$ cat config.mk
export PLATFORM = sky130hd
export DESIGN_NAME = rv_test_monitor_flat
export DESIGN_NICKNAME = d
export VERILOG_FILES = /design/src/rtl/rv_test_monitor_if.sv /design/src/rtl/rv_test_monitor.sv /design/src/flat_wrapper.sv
export SDC_FILE = /design/constraint.sdc
export NUM_CORES = 1
export LEC_CHECK = 0
export CORE_MARGIN = 2
export CORE_UTILIZATION = 48
export CTS_CLUSTER_DIAMETER = 100
export CTS_CLUSTER_SIZE = 40
export DETAILED_ROUTE_END_ITERATION = 16
export PLACE_DENSITY = 0.87
export SLEW_MARGIN = 5
export SYNTH_ARGS = -nofsm -noshare
export SYNTH_HDL_FRONTEND = slang
export SYNTH_SLANG_ARGS = --single-unit
$ cat constraint.sdc
create_clock -name clk_sys -period 6 [get_ports clk_sys]
set_clock_uncertainty 0.15 [all_clocks]
set_input_delay 0.9 -clock clk_sys [delete_from_list [all_inputs] [get_ports clk_sys]]
set_output_delay 0.9 -clock clk_sys [all_outputs]
set_load 0.02 [all_outputs]
$ cat src/rtl/rv_test_monitor_if.sv
// Snoop bundle for the end-of-test monitor: register-file write port, retire stream and store bus.
interface rv_test_monitor_if #(
    parameter int unsigned XLEN = 32
);
    logic            rf_we;
    logic [4:0]      rf_waddr;
    logic [XLEN-1:0] rf_wdata;
    logic            retire_valid;
    logic [31:0]     retire_instr;
    logic            st_valid;
    logic [XLEN-1:0] st_addr;
    logic [XLEN-1:0] st_data;

    modport master (
        output rf_we, rf_waddr, rf_wdata,
        output retire_valid, retire_instr,
        output st_valid, st_addr, st_data
    );

    modport slave (
        input rf_we, rf_waddr, rf_wdata,
        input retire_valid, retire_instr,
        input st_valid, st_addr, st_data
    );
endinterface

$ cat src/rtl/rv_test_monitor.sv
// Event-driven end-of-test monitor: detects ecall/gp or tohost termination,
// reports pass/fail/timeout with the failing test number and cycle/instret statistics.
module rv_test_monitor #(
    parameter int unsigned     XLEN           = 32,
    parameter int unsigned     STATUS_REG     = 3,
    parameter logic [XLEN-1:0] TOHOST_ADDR    = XLEN'(32'h0000_1000),
    parameter int unsigned     TIMEOUT_CYCLES = 100000,
    parameter int unsigned     CNT_W          = 32
) (
    input  logic                clk_sys,
    input  logic                rst,
    input  logic                start,
    input  logic                mode,
    rv_test_monitor_if.slave    bus,
    output logic                busy,
    output logic                done,
    output logic                pass,
    output logic                fail,
    output logic                timeout,
    output logic [XLEN-2:0]     test_num,
    output logic [XLEN-1:0]     status_val,
    output logic [CNT_W-1:0]    cycle_count,
    output logic [CNT_W-1:0]    instret_count
);
    localparam logic [31:0] ECALL_INSTR = 32'h0000_0073;
    localparam logic [4:0]  STATUS_IDX  = 5'(STATUS_REG);
    localparam logic [63:0] TO_LAST     = 64'(TIMEOUT_CYCLES) - 64'd1;

    typedef enum logic [1:0] {
        ST_IDLE = 2'd0,
        ST_RUN  = 2'd1,
        ST_DONE = 2'd2
    } state_e;

    state_e            state_q, state_d;
    logic              mode_q, mode_d;
    logic              busy_q, busy_d;
    logic              done_q, done_d;
    logic              pass_q, pass_d;
    logic              fail_q, fail_d;
    logic              timeout_q, timeout_d;
    logic [XLEN-2:0]   test_num_q, test_num_d;
    logic [XLEN-1:0]   status_q, status_d;
    logic [CNT_W-1:0]  cyc_q, cyc_d;
    logic [CNT_W-1:0]  ins_q, ins_d;

    logic              sh_wr;
    logic              ev_ecall;
    logic              ev_tohost;
    logic [XLEN-1:0]   v;

    // Writes to x0 never update the shadow, even if x0 is the watched register.
    assign sh_wr     = bus.rf_we && (bus.rf_waddr != 5'd0) && (bus.rf_waddr == STATUS_IDX);
    assign ev_ecall  = !mode_q && bus.retire_valid && (bus.retire_instr == ECALL_INSTR);
    assign ev_tohost = mode_q && bus.st_valid && (bus.st_addr == TOHOST_ADDR)
                       && (bus.st_data != '0);
    assign v         = mode_q ? bus.st_data : (sh_wr ? bus.rf_wdata : status_q);

    always_ff @(posedge clk_sys) begin
        if (rst) begin
            state_q    <= ST_IDLE;
            mode_q     <= 1'b0;
            busy_q     <= 1'b0;
            done_q     <= 1'b0;
            pass_q     <= 1'b0;
            fail_q     <= 1'b0;
            timeout_q  <= 1'b0;
            test_num_q <= '0;
            status_q   <= '0;
            cyc_q      <= '0;
            ins_q      <= '0;
        end else begin
            state_q    <= state_d;
            mode_q     <= mode_d;
            busy_q     <= busy_d;
            done_q     <= done_d;
            pass_q     <= pass_d;
            fail_q     <= fail_d;
            timeout_q  <= timeout_d;
            test_num_q <= test_num_d;
            status_q   <= status_d;
            cyc_q      <= cyc_d;
            ins_q      <= ins_d;
        end
    end

    always_comb begin
        state_d    = state_q;
        mode_d     = mode_q;
        done_d     = done_q;
        pass_d     = pass_q;
        fail_d     = fail_q;
        timeout_d  = timeout_q;
        test_num_d = test_num_q;
        status_d   = status_q;
        cyc_d      = cyc_q;
        ins_d      = ins_q;

        if (state_q == ST_RUN) begin
            if (cyc_q != '1) cyc_d = cyc_q + CNT_W'(1);
            if (bus.retire_valid && (ins_q != '1)) ins_d = ins_q + CNT_W'(1);
            if (sh_wr) status_d = bus.rf_wdata;

            // A termination event in the final timeout cycle wins over the timeout.
            if (ev_ecall || ev_tohost) begin
                if (ev_tohost) status_d = bus.st_data;
                state_d = ST_DONE;
                done_d  = 1'b1;
                if (v == XLEN'(1)) begin
                    pass_d = 1'b1;
                end else begin
                    fail_d     = 1'b1;
                    test_num_d = v[XLEN-1:1];
                end
            end else if (64'(cyc_q) == TO_LAST) begin
                state_d   = ST_DONE;
                done_d    = 1'b1;
                timeout_d = 1'b1;
            end
        end

        if (start) begin
            state_d    = ST_RUN;
            mode_d     = mode;
            done_d     = 1'b0;
            pass_d     = 1'b0;
            fail_d     = 1'b0;
            timeout_d  = 1'b0;
            test_num_d = '0;
            status_d   = '0;
            cyc_d      = '0;
            ins_d      = '0;
        end

        busy_d = (state_d == ST_RUN);
    end

    assign busy          = busy_q;
    assign done          = done_q;
    assign pass          = pass_q;
    assign fail          = fail_q;
    assign timeout       = timeout_q;
    assign test_num      = test_num_q;
    assign status_val    = status_q;
    assign cycle_count   = cyc_q;
    assign instret_count = ins_q;
endmodule
$ cat src/flat_wrapper.sv
// flat-port wrapper written by rule: the top's interface ports become plain ports
module rv_test_monitor_flat 
#(
    parameter int unsigned     XLEN           = 32,
    parameter int unsigned     STATUS_REG     = 3,
    parameter logic [XLEN-1:0] TOHOST_ADDR    = XLEN'(32'h0000_1000),
    parameter int unsigned     TIMEOUT_CYCLES = 100000,
    parameter int unsigned     CNT_W          = 32
)
  (clk_sys, rst, start, mode, busy, done, pass, fail, timeout, test_num, status_val, cycle_count, instret_count, bus_rf_we, bus_rf_waddr, bus_rf_wdata, bus_retire_valid, bus_retire_instr, bus_st_valid, bus_st_addr, bus_st_data);
  rv_test_monitor_if #(.XLEN(XLEN)) bus_i ();
  input  logic clk_sys;
  input  logic rst;
  input  logic start;
  input  logic mode;
  output logic busy;
  output logic done;
  output logic pass;
  output logic fail;
  output logic timeout;
  output logic [XLEN-2:0] test_num;
  output logic [XLEN-1:0] status_val;
  output logic [CNT_W-1:0] cycle_count;
  output logic [CNT_W-1:0] instret_count;
  input wire logic [$bits(bus_i.rf_we)-1:0] bus_rf_we;
  input wire logic [$bits(bus_i.rf_waddr)-1:0] bus_rf_waddr;
  input wire logic [$bits(bus_i.rf_wdata)-1:0] bus_rf_wdata;
  input wire logic [$bits(bus_i.retire_valid)-1:0] bus_retire_valid;
  input wire logic [$bits(bus_i.retire_instr)-1:0] bus_retire_instr;
  input wire logic [$bits(bus_i.st_valid)-1:0] bus_st_valid;
  input wire logic [$bits(bus_i.st_addr)-1:0] bus_st_addr;
  input wire logic [$bits(bus_i.st_data)-1:0] bus_st_data;
  assign bus_i.rf_we = bus_rf_we;
  assign bus_i.rf_waddr = bus_rf_waddr;
  assign bus_i.rf_wdata = bus_rf_wdata;
  assign bus_i.retire_valid = bus_retire_valid;
  assign bus_i.retire_instr = bus_retire_instr;
  assign bus_i.st_valid = bus_st_valid;
  assign bus_i.st_addr = bus_st_addr;
  assign bus_i.st_data = bus_st_data;
  rv_test_monitor #(.XLEN(XLEN), .STATUS_REG(STATUS_REG), .TOHOST_ADDR(TOHOST_ADDR), .TIMEOUT_CYCLES(TIMEOUT_CYCLES), .CNT_W(CNT_W)) u_core (.clk_sys(clk_sys), .rst(rst), .start(start), .mode(mode), .bus(bus_i), .busy(busy), .done(done), .pass(pass), .fail(fail), .timeout(timeout), .test_num(test_num), .status_val(status_val), .cycle_count(cycle_count), .instret_count(instret_count));
endmodule
# Word-level counts from Yosys, hierarchy flattened
# Cells that the tools add are included.
# op_classes
bitwise_logic,2
n_eq_ne,9
n_reduce_logical,20
muxes,10
n_addsub,2
# op_table
cell,n
$mux 32,4
$add 32x1->32 const B,2
$ne 32x32->1 const B,2
$eq 32x1->1 const B,1
$eq 32x13->1 const B,1
$eq 32x17->1 const B,1
$eq 32x7->1 const B,1
$reduce_bool 32->1,1
$reduce_and 3->1,3
$logic_and 1x1->1,8
$mux 2,4
$reduce_and 2->1,3
$eq 5x2->1 const B,1
$reduce_bool 5->1,1
$eq 2x1->1 const B,2
$mux 1,2
$not 1->1,2
$reduce_bool 2->1,1
$reduce_or 2->1,1
$logic_not 1->1,1
$logic_or 1x1->1,1
# word_totals
input_bits,140
word_cells,54
reg_bits,135
output_inout_bits,132

# Longest topological paths before layout
# Gate-level depths: netlist of the first run.
# logic_depth
depth_word,8
ltp_mapped,10
depth_no_buf,8

# Worst setup path after synthesis of the first run
# Ideal clock, no wire load.
# synth_path
path_kind,input to register
start,input bus_st_addr[10]
end,register u_core.test_num_q[10] (netlist: u_core.test_num[10])
setup_slack_ns,3.122
path_stages,8
n_path_buf,1
setup_ns,0.072
arrival_ns,2.656
cell_sequence,or4b_1 nor3_2 o2111a_2 a31o_2 inv_2 a211oi_4 buf_6 mux2i_1
# synth_via
elab_chain_cells,5
# synth_lines
item,line_no,source
from (decl),flat_wrapper.sv:31,input wire logic [$bits(bus_i.st_addr)-1:0] bus_st_addr;
$eq 32x13->1,rv_test_monitor.sv:55,assign ev_tohost = mode_q && bus.st_valid && (bus.st_addr == TOHOST_ADDR)
$logic_and 1x1->1,rv_test_monitor.sv:55,
$logic_and 1x1->1,rv_test_monitor.sv:56,&& (bus.st_data != '0);
$logic_or 1x1->1,rv_test_monitor.sv:105,if (ev_ecall || ev_tohost) begin
$reduce_and 3->1 (no source line),--,
to (signal assigned),rv_test_monitor.sv:80,test_num_q <= test_num_d;
to (decl),rv_test_monitor.sv:42,"logic [XLEN-2:0] test_num_q, test_num_d;"
# Every way passes these cells.
# A chain may end at the register's enable or synchronous reset.

# Final worst setup path of the first run
# layout_path
start,input bus_rf_waddr[3]
end,register u_core.test_num_q[29] (netlist: u_core.test_num[29])
# layout_via
elab_chain_cells,8
word_cells_on_any_way,9
cone_classes,2 x eq/ne; 2 x mux; 1 x bitwise; 4 x reduce/logical
# layout_lines
item,line_no,source
from (decl),flat_wrapper.sv:26,input wire logic [$bits(bus_i.rf_waddr)-1:0] bus_rf_waddr;
$reduce_bool 5->1,rv_test_monitor.sv:53,assign sh_wr = bus.rf_we && (bus.rf_waddr != 5'd0) && (bus.rf_waddr == STATUS_IDX);
$logic_and 1x1->1,rv_test_monitor.sv:53,
$logic_and 1x1->1 *,rv_test_monitor.sv:53,
$mux 32 * (2 in a row),rv_test_monitor.sv:57,assign v = mode_q ? bus.st_data : (sh_wr ? bus.rf_wdata : status_q);
$eq 32x1->1,rv_test_monitor.sv:109,if (v == XLEN'(1)) begin
$not 1->1 (no source line),--,
$reduce_and 3->1 (no source line),--,
# Mark *: on every way between the ends. The rest lies on a longest branch, timed or not.

==> impl_metrics.py, run 1 <==
metrics = {
    "setup_path": {
        "crit_arrival_ps": 4200,
        "slowest_delay_ps": 1000,
        "worstPathMaxFanout": 32,
        "path_cells": "clkdlybuf4s50_1 -> and4bb_1 -> buf_4 -> a31oi_1 -> a2bb2oi_1 -> nor4_1 -> and4_4 -> a211oi_4 -> buf_4 -> mux2i_1",
        "critical_path_required_ps": 6180,
        "cp_slowest_cell": "and4bb_1",
        "start_kind": "input port",
        "crit_family": "simple AND/OR/NAND/NOR gates",
        "rrSetupSlack_ps": 2700,
        "worstSetupEndpointType": "flop",
        "timing.rr.start": "u_core.mode_q",
        "crit_type": "input port to flop",
        "rr_worst_depth": 9,
        "r2r_end": "u_core.test_num[29]",
        "cp_common_cell": "buf_4",
        "cp_num_buf_inv": 3,
    },
    "final_layout": {
        "final_net_count": 1257,
        "layout_commonest_cell": "clkdlybuf4s50_1",
        "final_cell_mix": "clkdlybuf4s50_1 (271), dfxtp_1 (135), o21ai_0 (107)",
        "syn_to_final_growth_pct": 47.4,
        "num_antenna_cells": 0,
        "fill_cells": 1087,
        "final_util": 0.717,
        "drive_gt1_frac": 0.0506,
    },
    "power_and_ir_drop": {
        "p_comb_frac": 0.104,
        "power_frac_seq": 0.427,
        "switching_share": 0.231,
        "internal_power_uw": 1620,
        "fin_total_pwr_uw": 2110,
        "power_frac_clock": 0.469,
        "p_leak_uw": 0.00340,
        "ir_worst_vdd_uv": 198,
        "p_sw_uw": 488,
        "powerDensity_nw_per_um2": 204,
    },
    "synthesis": {
        "syn_nets": 1017,
        "postSynth.asyncResetShare": 0,
        "yosys_warnings": 0,
        "syn_area_per_cell_um2": 8.01,
        "synth_seq_area_share": 0.385,
        "synth_area_um2": 7010,
        "synth-edff-count": 0,
        "syn_inst": 875,
        "ys_seq_elements": 135,
        "synthFlopType": "dfxtp_1",
        "yosysUniqueCellTypes": 48,
    },
    "die": {
        "ios": 272,
        "core_area_um2": 14400,
        "die_w_um": 125,
        "start_util": 0.486,
        "placementRows": 44,
        "die_area_um2": 15600,
        "die_h_um": 125,
    },
    "grt": {
        "grt.total_usage": 0.309,
        "grt_pass1_wl_um": 39000,
        "grt_max_degree": 66,
        "grt_pass1_vias": 7486,
        "grt.overflow.total": 0,
        "antenna_found_initial": 0,
    },
    "timing": {
        "timing.fmax_mhz": 249,
        "fin_setup_tns_ps": 0,
        "hold_viol_final": 0,
        "worst_slew_pin_slew_ps": 1260,
        "period_minus_slack_ps": 4020,
        "rsz0062_at_grt": "no",
        "setup_viol": 0,
        "finalCritPeriodShare": 0.670,
        "relSlewSlack": 0.152,
        "drv_slew": 0,
    },
    "clock_network": {
        "cts_setup_buffers": 0,
        "htreeDepth": 4,
        "clock-sinks": 135,
        "cts_made_buffers": 17,
        "clk_latency_ps": 420,
        "postCtsResizedCells": 0,
        "cts_tree": "built",
        "cts.hold.buffers_added": 0,
        "clk_pin_slew_ps": 60,
        "clock-root-buffer": "clkbuf_16",
        "clockBufferDepth": 2,
    },
    "placement": {
        "gp_congestion": 0.985,
        "place_hpwl_um": 18300,
        "io_buffers": 271,
    },
    "route": {
        "wl_per_cell_um": 18.9,
        "first_pass_iters": 6,
        "ant_nets": 0,
        "drcViolationCount": 0,
        "wl_um": 24800,
        "num_vias": 7929,
        "drt-vias-per-instance": 6.05,
        "drt_iter0_markers": 789,
    },
    "hold_path": {
        "holdCritPathClass": "flop to flop",
        "hold_depth": 2,
        "min_to": "u_core.pass",
        "min_from": "u_core.pass",
    },
    "job": {
        "drv_cap": 0,
    },
    "status": {
        "status": "completed",
    },
}
-- synthesized netlist by cell type (32+ instances only) --
cell type	number	share of area
dfxtp_1	135	0.39
xor2_1	36	0.045
a31oi_1	33	0.029
nand2_1	91	0.049
clkbuf_1	48	0.026
or3_1	43	0.038
nor2_1	74	0.040
mux2i_1	32	0.046
a21oi_1	51	0.036
o21ai_0	107	0.076
nor4_1	35	0.031
-- area by class of cell --
cell class,count,area [µm²],area share
Tap cell,184,230,0.0223
Sequential cell,135,2700,0.261
Clock inverter,8,72.6,0.00702
Timing Repair Buffer,282,2800,0.270
Clock buffer,23,488,0.0472
Inverter,10,37.5,0.00363
Multi-Input combinational cell,669,4010,0.388
-- tightest hold or removal path, stage by stage (launching register included) --
cell     delay [ps]
dfxtp_1         310
inv_1            50
a21oi_1          50
-- logic make-up (layout without fill, tap and decap cells) --
kind of cell             count (synthesis)  after routing  synth area share
XOR/XNOR                                52             52            0.0649
AND/OR/NAND/NOR                        352            352             0.261
AO/OA/AOI/OAI                          231            231             0.194
adder cells (fa/ha/maj)                  2              2           0.00357
buffers and inverters                   71            323            0.0455
flip-flops                             135            135             0.385
multiplexers                            32             32            0.0457
-- routing by layer --
metal | share of wire | vias to the layer above | GRT usage
li1 | - | 3681 | -
met1 | 0.37 | 3635 | 0.372
met2 | 0.49 | 519 | 0.515
met3 | 0.091 | 94 | 0.0679
met4 | 0.050 | 0 | 0.169
met5 | 0 | - | 0
-- sequential cells by signal (all words and copies together) (netlist names), 2 cells and up --
| signal | count |
|---|---|
| u_core.status_val | 32 |
| u_core.state_q | 2 |
| u_core.test_num | 31 |
| u_core.cycle_count | 32 |
| u_core.instret_count | 32 |
-- per-stage QoR --
| step | cell area [µm²] | hold slack (ps) | worst slack [ps] | cells |
|---|---|---|---|---|
| 5_1_grt | 10300 | 325 | 1820 | 1311 |
| 3_3_place_gp | 9780 | 282 | 1720 | 1280 |
| 3_5_place_dp | 9780 | 288 | 1660 | 1280 |
| 2_1_floorplan | 7010 | 340 | 3120 | 875 |
| 6_report | 10300 | 301 | 1980 | 1311 |
| 4_1_cts | 10300 | 297 | 2070 | 1311 |
-- power by group through the flow --
stage          combinational [µW]  clock, µW  sequential, µW
6_report                      220        990             901
5_1_grt                       231       1040             901
4_1_cts                       215        996             901
3_5_place_dp                  215          0             921
3_3_place_gp                  214          0             921
2_1_floorplan                80.7          0             922
-- how the worst max path moves through the flow --
stage | from | to | slack (ps) | cells past startpoint
after global placement | bus_rf_waddr[2] | u_core.test_num[9] | 1720 | 9
after global routing | bus_rf_waddr[2] | u_core.test_num[26] | 1820 | 10
final | bus_rf_waddr[3] | u_core.test_num[29] | 1980 | 10
after floorplan | bus_st_addr[10] | u_core.test_num[10] | 3120 | 8
after CTS | bus_rf_waddr[3] | u_core.test_num[29] | 2070 | 10
after detailed placement | bus_rf_waddr[2] | u_core.test_num[16] | 1660 | 10
No activity file was read; power rests on OpenSTA's default activity.
==> run 2, diff against run 1 <==
--- a/config.mk
+++ b/config.mk
@@ -6,11 +6,11 @@
 export NUM_CORES = 1
 export LEC_CHECK = 0
 export CORE_MARGIN = 2
-export CORE_UTILIZATION = 48
+export CORE_UTILIZATION = 40
 export CTS_CLUSTER_DIAMETER = 100
 export CTS_CLUSTER_SIZE = 40
 export DETAILED_ROUTE_END_ITERATION = 16
-export PLACE_DENSITY = 0.87
+export PLACE_DENSITY = 0.77
 export SLEW_MARGIN = 5
 export SYNTH_ARGS = -nofsm -noshare
 export SYNTH_HDL_FRONTEND = slang
==> constraint.sdc (replaced) <==
create_clock -name clk_sys -period 3.4 [get_ports clk_sys]
set_clock_uncertainty 0.15 [all_clocks]
set_input_delay 0.51 -clock clk_sys [delete_from_list [all_inputs] [get_ports clk_sys]]
set_output_delay 0.51 -clock clk_sys [all_outputs]
set_load 0.02 [all_outputs]
==> run 2 against run 1 <==
  * Final area rose by 2.4%
  * Worst hold slack got worse by 8.1 ps
  * Setup slack got worse by 1500 ps
  * Sequential power rose by 76%
  * Sequential share of layout area fell by 0.60 points
  * Routed wire length fell by 0.23%
  * Combinational power rose by 82%
  * Largest cell class unchanged
  * Register-to-register slack got worse by 2100 ps
==> impl_metrics.py, run 2 (synthesis gave the netlist of run 1 again) <==
metrics = {
    "clock_network": {
        "clk_latency_ps": 420,
        "postCtsResizedCells": 0,
        "cts_setup_buffers": 0,
        "cts_made_buffers": 17,
        "clock-root-buffer": "clkbuf_16",
        "htreeDepth": 4,
        "clockBufferDepth": 2,
        "cts.hold.buffers_added": 0,
        "cts_tree": "built",
        "clock-sinks": 135,
        "clk_pin_slew_ps": 60,
    },
    "timing": {
        "period_minus_slack_ps": 2940,
        "timing.fmax_mhz": 340,
        "rsz0062_at_grt": "no",
        "timing.final.ws_setup_ps": 463,
        "whs_ps": 293,
        "hold_viol_final": 0,
        "fin_setup_tns_ps": 0,
        "finalCritPeriodShare": 0.864,
        "drv_slew": 0,
        "worst_slew_pin_slew_ps": 849,
        "setup_viol": 0,
        "relSlewSlack": 0.434,
    },
    "setup_path": {
        "worstSetupEndpointType": "flop",
        "timing.rr.start": "u_core.mode_q",
        "crit_arrival_ps": 3140,
        "start_kind": "input port",
        "r2r_end": "u_core.test_num[3]",
        "rr_worst_depth": 7,
        "rrSetupSlack_ps": 610,
        "worstPathMaxFanout": 33,
        "crit_type": "input port to flop",
        "critical_path_required_ps": 3600,
    },
    "hold_path": {
        "hold_depth": 2,
        "min_to": "u_core.pass",
        "min_from": "u_core.pass",
        "holdCritPathClass": "flop to flop",
    },
    "die": {
        "placementRows": 48,
        "die_h_um": 136,
        "core_area_um2": 17200,
        "die_w_um": 136,
        "ios": 272,
        "die_area_um2": 18600,
        "start_util": 0.407,
    },
    "final_layout": {
        "fill_cells": 1481,
        "final_area_um2": 10600,
        "final_cell_mix": "clkdlybuf4s50_1 (271), dfxtp_1 (135), o21ai_0 (107)",
        "final_net_count": 1269,
        "syn_to_final_growth_pct": 50.9,
        "drive_gt1_frac": 0.0605,
        "num_antenna_cells": 0,
        "layout_commonest_cell": "clkdlybuf4s50_1",
        "final_util": 0.614,
    },
    "placement": {
        "gp_congestion": 0.974,
        "io_buffers": 271,
        "place_hpwl_um": 18500,
        "dpl_cell_area_um2": 10000,
        "post-place-ws_ps": 102,
    },
    "status": {
        "status": "completed",
    },
    "job": {
        "drv_cap": 0,
    },
    "route": {
        "drt-vias-per-instance": 5.75,
        "num_vias": 7849,
        "wl_um": 24700,
        "first_pass_iters": 5,
        "wl_per_cell_um": 18.1,
        "drcViolationCount": 0,
        "ant_nets": 0,
        "drt_iter0_markers": 698,
    },
    "grt": {
        "antenna_found_initial": 0,
        "grt.total_usage": 0.266,
        "grt_max_degree": 96,
        "grt_pass1_wl_um": 38600,
        "grt_pass1_vias": 7332,
        "grt.overflow.total": 0,
    },
    "power_and_ir_drop": {
        "powerDensity_nw_per_um2": 359,
        "p_leak_uw": 0.00349,
        "ir_worst_vdd_uv": 337,
    },
}
[run 2: area by class of cell]
type | instances | area (µm²) | area share
clock inverter | 11 | 125 | 0.0118
inverter | 10 | 37.5 | 0.00355
timing repair buffer | 294 | 2970 | 0.281
multi-input combinational | 669 | 4010 | 0.379
clock buffer | 21 | 450 | 0.0426
tap | 225 | 282 | 0.0266
sequential | 135 | 2700 | 0.255
[run 2: how the worst max path moves through the flow]
stage                                     end       startpoint  slack, ps  cells after the start
after floorplan           u_core.test_num[10]  bus_st_addr[10]        910                      8
after global placement     u_core.test_num[7]  bus_rf_waddr[2]        100                     10
after detailed placement   u_core.test_num[3]  bus_rf_waddr[2]        100                     10
after CTS                  u_core.test_num[3]  bus_rf_waddr[2]        540                     10
after global routing       u_core.test_num[0]  bus_rf_waddr[2]        370                     10
final                      u_core.test_num[3]  bus_rf_waddr[2]        460                     10
[run 2: metrics by stage]
| step | std cells | power [µW] |
|---|---|---|
| 2_1_floorplan | 875 | 1770 |
| 3_3_place_gp | 1333 | 2020 |
| 3_5_place_dp | 1333 | 2020 |
| 4_1_cts | 1365 | 3820 |
| 5_1_grt | 1365 | 3910 |
| 6_report | 1365 | 3800 |
[run 2: report_power, final]
part           switching, µW  leakage [µW]  internal [µW]  total, µW
Sequential              5.97       0.00109           1590       1590
Clock                    704      0.000277           1100       1800
Combinational            185       0.00213            216        401
[run 2: critical path: stages]
cell and delay [ps]:
clkdlybuf4s50_1 440, and4bb_1 330, buf_12 200, a31oi_1 100, a2bb2oi_1 400, nor4_1 130
and4_4 210, a211oi_4 350, buf_12 230, mux2i_1 200
[run 2: layer usage]
metal	GRT usage	routed length, µm	up-vias
met5	0	0	-
met4	0.116	882	0
met3	0.0459	2120	64
met2	0.446	11900	460
met1	0.334	9760	3620
li1	-	-	3705
